--- config.mk ---
export PLATFORM = sky130hd
export DESIGN_NAME = exe_muldiv_unit
export DESIGN_NICKNAME = d
export VERILOG_FILES = /design/src/rtl/exe_muldiv_unit.sv
export SDC_FILE = /design/constraint.sdc
export NUM_CORES = 1
export LEC_CHECK = 0
export ABC_AREA = 0
export ABC_CLOCK_PERIOD_IN_PS = 4000
export BUFFER_PORTS_ARGS = -buffer_cell sky130_fd_sc_hd__buf_4
export CORE_MARGIN = 1
export CORE_UTILIZATION = 55
export CTS_CLUSTER_DIAMETER = 150
export DETAILED_ROUTE_END_ITERATION = 7
export PLACE_DENSITY = 0.78
export SETUP_SLACK_MARGIN = 0.05
export SLEW_MARGIN = 15
export SYNTH_ARGS = -nofsm -noshare
export SYNTH_HDL_FRONTEND = slang
export SYNTH_SLANG_ARGS = --single-unit
--- constraint.sdc ---
create_clock -name clk -period 4 [get_ports clk]
set_input_delay 0.8 -clock clk [delete_from_list [all_inputs] [get_ports clk]]
set_output_delay 0.8 -clock clk [all_outputs]
set_load 0.01 [all_outputs]
--- src/rtl/exe_muldiv_unit.sv ---
// ============================================================================
// Module      : exe_muldiv_unit
// Description : Iterative multiply/divide unit for the EXE stage. Runs
//               MULT/MULTU (shift-add) and DIV/DIVU (restoring divide) one
//               radix-2 step per cycle into the architectural HI/LO
//               registers. Also services MTHI/MTLO and requests a pipeline
//               stall while busy and an HI/LO access is pending.
// Revision    : 1.0 - initial release
// ============================================================================
`default_nettype none

module exe_muldiv_unit #(
    parameter int                 WIDTH     = 32,
    parameter logic [WIDTH-1:0]   DIV0_QUOT = 32'hFFFFFFFF
) (
    input  logic             clk,
    input  logic             rst,
    input  logic             start,
    input  logic [2:0]       op,
    input  logic [WIDTH-1:0] rs_data,
    input  logic [WIDTH-1:0] rt_data,
    input  logic             rd_hilo,
    input  logic             flush,
    output logic             busy,
    output logic             done,
    output logic             stall_req,
    output logic [WIDTH-1:0] hi,
    output logic [WIDTH-1:0] lo
);

    // ------------------------------------------------------------------
    // Constants
    // ------------------------------------------------------------------
    localparam logic [1:0] c_IDLE = 2'd0;
    localparam logic [1:0] c_CALC = 2'd1;
    localparam logic [1:0] c_FIX  = 2'd2;

    localparam logic [2:0] c_OP_MULT  = 3'b000;
    localparam logic [2:0] c_OP_MULTU = 3'b001;
    localparam logic [2:0] c_OP_DIV   = 3'b010;
    localparam logic [2:0] c_OP_DIVU  = 3'b011;
    localparam logic [2:0] c_OP_MTHI  = 3'b100;
    localparam logic [2:0] c_OP_MTLO  = 3'b101;

    localparam int                 c_CNT_W = (WIDTH > 1) ? $clog2(WIDTH) : 1;
    localparam logic [c_CNT_W-1:0] c_LAST  = c_CNT_W'(WIDTH - 1);
    localparam logic [c_CNT_W-1:0] c_ONE   = c_CNT_W'(1);

    // ------------------------------------------------------------------
    // State and datapath registers
    //   r_wh : product upper half during MULT, partial remainder during DIV
    //   r_wl : multiplier shifting out / product lower half during MULT,
    //          dividend shifting out / quotient shifting in during DIV
    //   r_opb: multiplicand (MULT) or divisor (DIV), magnitude only
    // ------------------------------------------------------------------
    logic [1:0]         r_state;
    logic [c_CNT_W-1:0] r_count;
    logic               r_is_div;
    logic               r_neg_q;
    logic               r_neg_r;
    logic [WIDTH-1:0]   r_opb;
    logic [WIDTH-1:0]   r_wh;
    logic [WIDTH-1:0]   r_wl;
    logic [WIDTH-1:0]   r_hi;
    logic [WIDTH-1:0]   r_lo;

    // ------------------------------------------------------------------
    // Operand conditioning at accept time
    // ------------------------------------------------------------------
    logic             w_is_muldiv;
    logic             w_is_divop;
    logic             w_is_signed;
    logic             w_a_neg;
    logic             w_b_neg;
    logic [WIDTH-1:0] w_abs_a;
    logic [WIDTH-1:0] w_abs_b;
    logic             w_div_zero;

    assign w_is_muldiv = (op == c_OP_MULT) || (op == c_OP_MULTU) ||
                         (op == c_OP_DIV)  || (op == c_OP_DIVU);
    assign w_is_divop  = (op == c_OP_DIV)  || (op == c_OP_DIVU);
    assign w_is_signed = (op == c_OP_MULT) || (op == c_OP_DIV);
    assign w_a_neg     = w_is_signed & rs_data[WIDTH-1];
    assign w_b_neg     = w_is_signed & rt_data[WIDTH-1];
    assign w_abs_a     = w_a_neg ? -rs_data : rs_data;
    assign w_abs_b     = w_b_neg ? -rt_data : rt_data;
    assign w_div_zero  = w_is_divop && (rt_data == '0);

    // ------------------------------------------------------------------
    // One iteration of each algorithm
    // ------------------------------------------------------------------
    logic [WIDTH:0] w_mul_sum;
    logic [WIDTH:0] w_div_shift;
    logic [WIDTH:0] w_div_diff;
    logic           w_div_fits;

    // Add the multiplicand when the current multiplier bit is set; the carry
    // is kept so the right shift retains the full partial product.
    assign w_mul_sum   = {1'b0, r_wh} + (r_wl[0] ? {1'b0, r_opb} : '0);
    // Bring the next dividend bit into the partial remainder and trial-subtract.
    assign w_div_shift = {r_wh, r_wl[WIDTH-1]};
    assign w_div_diff  = w_div_shift - {1'b0, r_opb};
    assign w_div_fits  = ~w_div_diff[WIDTH];

    // ------------------------------------------------------------------
    // Sign correction applied in FIX
    // ------------------------------------------------------------------
    logic [2*WIDTH-1:0] w_prod;
    logic [2*WIDTH-1:0] w_prod_fix;
    logic [WIDTH-1:0]   w_quo_fix;
    logic [WIDTH-1:0]   w_rem_fix;

    assign w_prod     = {r_wh, r_wl};
    assign w_prod_fix = r_neg_q ? -w_prod : w_prod;
    assign w_quo_fix  = r_neg_q ? -r_wl : r_wl;
    assign w_rem_fix  = r_neg_r ? -r_wh : r_wh;

    // Control FSM, iterative datapath and HI/LO architectural state.
    always_ff @(posedge clk) begin
        if (rst) begin
            r_state  <= c_IDLE;
            r_count  <= '0;
            r_is_div <= 1'b0;
            r_neg_q  <= 1'b0;
            r_neg_r  <= 1'b0;
            r_opb    <= '0;
            r_wh     <= '0;
            r_wl     <= '0;
            r_hi     <= '0;
            r_lo     <= '0;
        end else if (flush) begin
            r_state <= c_IDLE;
            r_count <= '0;
        end else begin
            case (r_state)
                c_IDLE: begin
                    if (start) begin
                        if (w_div_zero) begin
                            // Divide-by-zero: result is known, go straight to FIX.
                            r_state  <= c_FIX;
                            r_is_div <= 1'b1;
                            r_neg_q  <= 1'b0;
                            r_neg_r  <= 1'b0;
                            r_wl     <= DIV0_QUOT;
                            r_wh     <= rs_data;
                        end else if (w_is_muldiv) begin
                            r_state  <= c_CALC;
                            r_count  <= '0;
                            r_is_div <= w_is_divop;
                            r_neg_q  <= w_a_neg ^ w_b_neg;
                            r_neg_r  <= w_a_neg;
                            r_opb    <= w_is_divop ? w_abs_b : w_abs_a;
                            r_wh     <= '0;
                            r_wl     <= w_is_divop ? w_abs_a : w_abs_b;
                        end else if (op == c_OP_MTHI) begin
                            r_hi <= rs_data;
                        end else if (op == c_OP_MTLO) begin
                            r_lo <= rs_data;
                        end
                    end
                end
                c_CALC: begin
                    if (r_is_div) begin
                        r_wh <= w_div_fits ? w_div_diff[WIDTH-1:0] : w_div_shift[WIDTH-1:0];
                        r_wl <= {r_wl[WIDTH-2:0], w_div_fits};
                    end else begin
                        r_wh <= w_mul_sum[WIDTH:1];
                        r_wl <= {w_mul_sum[0], r_wl[WIDTH-1:1]};
                    end
                    r_count <= r_count + c_ONE;
                    if (r_count == c_LAST) begin
                        r_state <= c_FIX;
                    end
                end
                c_FIX: begin
                    if (r_is_div) begin
                        r_lo <= w_quo_fix;
                        r_hi <= w_rem_fix;
                    end else begin
                        r_hi <= w_prod_fix[2*WIDTH-1:WIDTH];
                        r_lo <= w_prod_fix[WIDTH-1:0];
                    end
                    r_count <= '0;
                    r_state <= c_IDLE;
                end
                default: begin
                    r_state <= c_IDLE;
                end
            endcase
        end
    end

    // ------------------------------------------------------------------
    // Outputs decoded from registered state
    // ------------------------------------------------------------------
    assign busy      = (r_state == c_CALC) || (r_state == c_FIX);
    assign done      = (r_state == c_FIX);
    assign stall_req = busy & (start | rd_hilo);
    assign hi        = r_hi;
    assign lo        = r_lo;

endmodule

`default_nettype wire

==> results.py <==
metrics = {
    "detailed_routing": {
        "met2_length_microns": 25500,
        "detail_route.wirelength_microns": 61500,
        "via_per_inst": 6.66,
        "dr.pass1.iters": 6,
        "drt_iter0_markers": 2430,
        "wl_met1_microns": 24300,
        "route.detailed.drc": 0,
        "routed.top_layer": "met4",
        "dr_wl_met3_microns": 7920,
        "wl_per_cell_microns": 23.6,
        "vias": 17400,
        "ant_nets": 0,
    },
    "timing": {
        "setup_violations": 0,
        "worst-slew-pin-transition_ns": 1.03,
        "rsz0062_at_grt": "no",
        "fin_skew_ns": 0.0121,
        "slew_viol_final": 0,
        "fin_crit_ns": 3.73,
        "fmax_mhz": 268,
        "slew_headroom_pct": 31.3,
        "hold_violations": 0,
        "fin_crit_sh_pct": 93.4,
        "setup_ws_ns": 0.266,
    },
    "clocking": {
        "cts_tree": "done",
        "clock_sinks": 170,
        "cts_buffers": 17,
        "cts-root-buf": "clkbuf_16",
        "clk_pin_slew_ns": 0.07,
        "clk_latency_ns": 0.44,
        "postCtsSetupBuffers": 0,
        "htreeDepth": 4,
        "clk_path_buf_depth": 2,
    },
    "min_path": {
        "hp-class": "reg -> reg",
    },
    "power_and_ir_drop": {
        "intPower_mw": 3.30,
        "seq_power_share_pct": 33.5,
        "ir_drop_v": 0.000317,
        "net-switching-power_mw": 2.13,
        "p_leak_nw": 7.11,
        "p_per_area_nw_per_um2": 311,
        "power_frac_clock_pct": 30.0,
        "switching_share_pct": 39.2,
        "p_comb_share_pct": 36.5,
    },
    "layout": {
        "layout-drive-gt1-share_pct": 13.1,
        "antenna_cells": 0,
        "layout-area-overhead-vs-synth_pct": 14.8,
        "final_net_count": 2400,
        "fin_util_pct": 64.6,
    },
    "synth": {
        "yosysMostFrequentCell": "nor2_1",
        "synthArstFlopShare_pct": 0,
        "synth-edff-count": 0,
        "syn_inst": 2149,
        "synth_area_leader_cell": "dfxtp_1",
        "seq_area_frac_synth_pct": 22.4,
        "syn_avg_cell_area_sq_um": 7.07,
        "syn_nets": 2296,
        "ys_ff_latch": 170,
        "synth_top_area_share_pct": 22.4,
        "ys_warn_count": 0,
        "ys.flop_type": "dfxtp_1",
        "ys_top_cells_by_area": "dfxtp_1, a21oi_1, nor2_1, ha_1, nand2_1",
        "netlist_area_sq_um": 15200,
        "ys_types": 78,
        "synthTopCellsByCount": "nor2_1, a21oi_1, nand2_1",
    },
    "placement": {
        "place_ws_ns": -0.000121,
        "port_buffers": 138,
        "place_congestion": 1.04,
        "hpwl_microns": 47100,
    },
    "die": {
        "die_h_microns": 168,
        "die-area_sq_um": 28300,
        "die_w_microns": 168,
        "ios": 139,
        "initial_utilization_pct": 56.2,
        "core_area_sq_um": 27000,
        "rows": 60,
    },
    "global_routing": {
        "grt_usage_pct": 42.4,
        "overflow": 0,
        "grt_start_max_net_pins": 80,
        "antenna_found_initial": 0,
        "grt_pass1_vias": 15700,
        "grt_pass1_wl_microns": 91200,
    },
    "critical_path": {
        "path_delay_family": "compound AO/OA/AOI/OAI gates",
        "cp_slowest_cell": "o31ai_1",
        "slowest_delay_ns": 0.63,
        "crit_type": "reg -> reg",
        "path_cells": "inv_1 > buf_12 > nor2_1 > ha_1 > o21ai_0 > o21ai_0 > a21oi_1 > o31ai_1 > and2_1 > o21ai_0 > buf_4 > o31a_1 > nor4_1 > a211o_1 > a221o_1",
        "start_kind": "flip-flop",
        "cp_max_fo": 14,
        "end_kind": "flip-flop",
        "cp.arrival_ns": 4.12,
        "worstPathRequired_ns": 4.39,
        "critPathBufInv": 3,
        "cpMostUsedCell": "o21ai_0",
    },
    "run_status": {
        "status": "completed",
    },
    "run": {
        "drv_cap": 0,
    },
}
[cells by family after synthesis]
kind of cell | after synthesis | share of synthesized area, %
AOI/OAI and AO/OA | 719 | 30.0
xor gates and xnor gates | 169 | 9.74
adders and majority gates | 75 | 6.27
muxes | 61 | 4.02
DFF | 170 | 22.4
and+or+nand+nor | 738 | 21.9
buffers and inverters | 217 | 5.71
[sequential cells by signal (all words and copies together), names as in the netlist]
| name | flops |
|---|---|
| hi | 32 |
| lo | 32 |
| r_count | 5 |
| r_is_div | 1 |
| r_neg_q | 1 |
| r_neg_r | 1 |
| r_opb | 32 |
| r_state | 2 |
| r_wh | 32 |
| r_wl | 32 |
[layout by cell type, fill, tap and decap left out, types with 6 or more instances in the layout]
| cell type | netlist | routed |
|---|---|---|
| nor2_1 | 289 | 288 |
| a21oi_1 | 237 | 236 |
| buf_4 | 8 | 226 |
| nand2_1 | 221 | 221 |
| dfxtp_1 | 170 | 169 |
| o21ai_0 | 149 | 149 |
| xor2_1 | 89 | 89 |
| xnor2_1 | 80 | 80 |
| ha_1 | 73 | 71 |
| inv_1 | 68 | 68 |
| a211oi_1 | 64 | 64 |
| mux2i_1 | 61 | 61 |
| a21o_1 | 45 | 45 |
| nand3_1 | 41 | 41 |
| o211ai_1 | 34 | 34 |
| a221oi_1 | 34 | 34 |
| nor3_1 | 35 | 33 |
| or3_1 | 24 | 23 |
| nor4_1 | 23 | 23 |
| o31ai_1 | 23 | 23 |
| a31oi_1 | 22 | 22 |
| clkbuf_16 | 0 | 17 |
| o41ai_1 | 16 | 16 |
| nor2b_1 | 16 | 15 |
| and2_1 | 14 | 14 |
| nand2b_1 | 13 | 12 |
| and3_1 | 10 | 10 |
| o21bai_1 | 10 | 10 |
| or2_2 | 9 | 9 |
| nand4_1 | 9 | 9 |
| or4_1 | 8 | 8 |
| a211o_1 | 8 | 8 |
| o21a_1 | 7 | 7 |
| a22o_1 | 7 | 7 |
| inv_6 | 0 | 6 |
[routing by layer]
layer  track usage [%]  vias to the layer above
met1              56.2                     8022
met2              62.5                     1150
li1                  -                     7960
met4              25.4                        0
met5                 0                        -
met3              9.87                      226
[timing repair]
item,CTS,global route
gates resized for setup,0,3
endpoints found under the setup margin,0,5
hold buffers,0,0
[worst reg2reg max path, cell delays in order (launching register included)]
cell     delay, ns
dfxtp_1       0.33
inv_1         0.19
buf_12        0.17
nor2_1        0.05
ha_1          0.34
o21ai_0       0.13
o21ai_0       0.27
a21oi_1       0.15
o31ai_1       0.63
and2_1        0.28
o21ai_0       0.10
buf_4         0.17
o31a_1        0.27
nor4_1        0.32
a211o_1       0.15
a221o_1       0.13
[cell type report]
type | instances | area [sq um]
Inverter | 70 | 263
Timing Repair Buffer | 232 | 1810
Clock buffer | 18 | 429
Fill cell | 2472 | 9580
Sequential cell | 170 | 3400
Clock inverter | 14 | 128
Tap cell | 341 | 427
Multi-Input combinational cell | 1762 | 11000
[metrics by stage]
stage	instances	cell area [sq um]	setup TNS (ns)	hold slack (ns)	power (mW)
after floorplan	2149	15200	0	0.432	3.04
after global placement	2575	16900	-0.00178	0.440	3.73
after detailed placement	2575	16900	-0.000121	0.445	3.75
after CTS	2607	17400	0	0.454	5.36
after global routing	2607	17400	0	0.468	5.62
final	2607	17400	0	0.452	5.43
[final timing paths]
check	from	to	slack, ns	cells past startpoint
max	r_wl[0]	r_wh[31]	0.27	15
min reg2reg	r_opb[14]	r_opb[14]	0.45	2
max reg2reg	r_wl[0]	r_wh[31]	0.27	15
min	r_opb[14]	r_opb[14]	0.45	2
[power groups by stage]
stage,logic (mW),clock network (mW),registers [mW]
6_report,1.98,1.63,1.82
4_1_cts,1.91,1.64,1.81
3_5_place_dp,1.90,0,1.85
2_1_floorplan,1.20,0,1.84
3_3_place_gp,1.88,0,1.85
5_1_grt,2.10,1.70,1.82
Power figures use the tool's default switching activity.
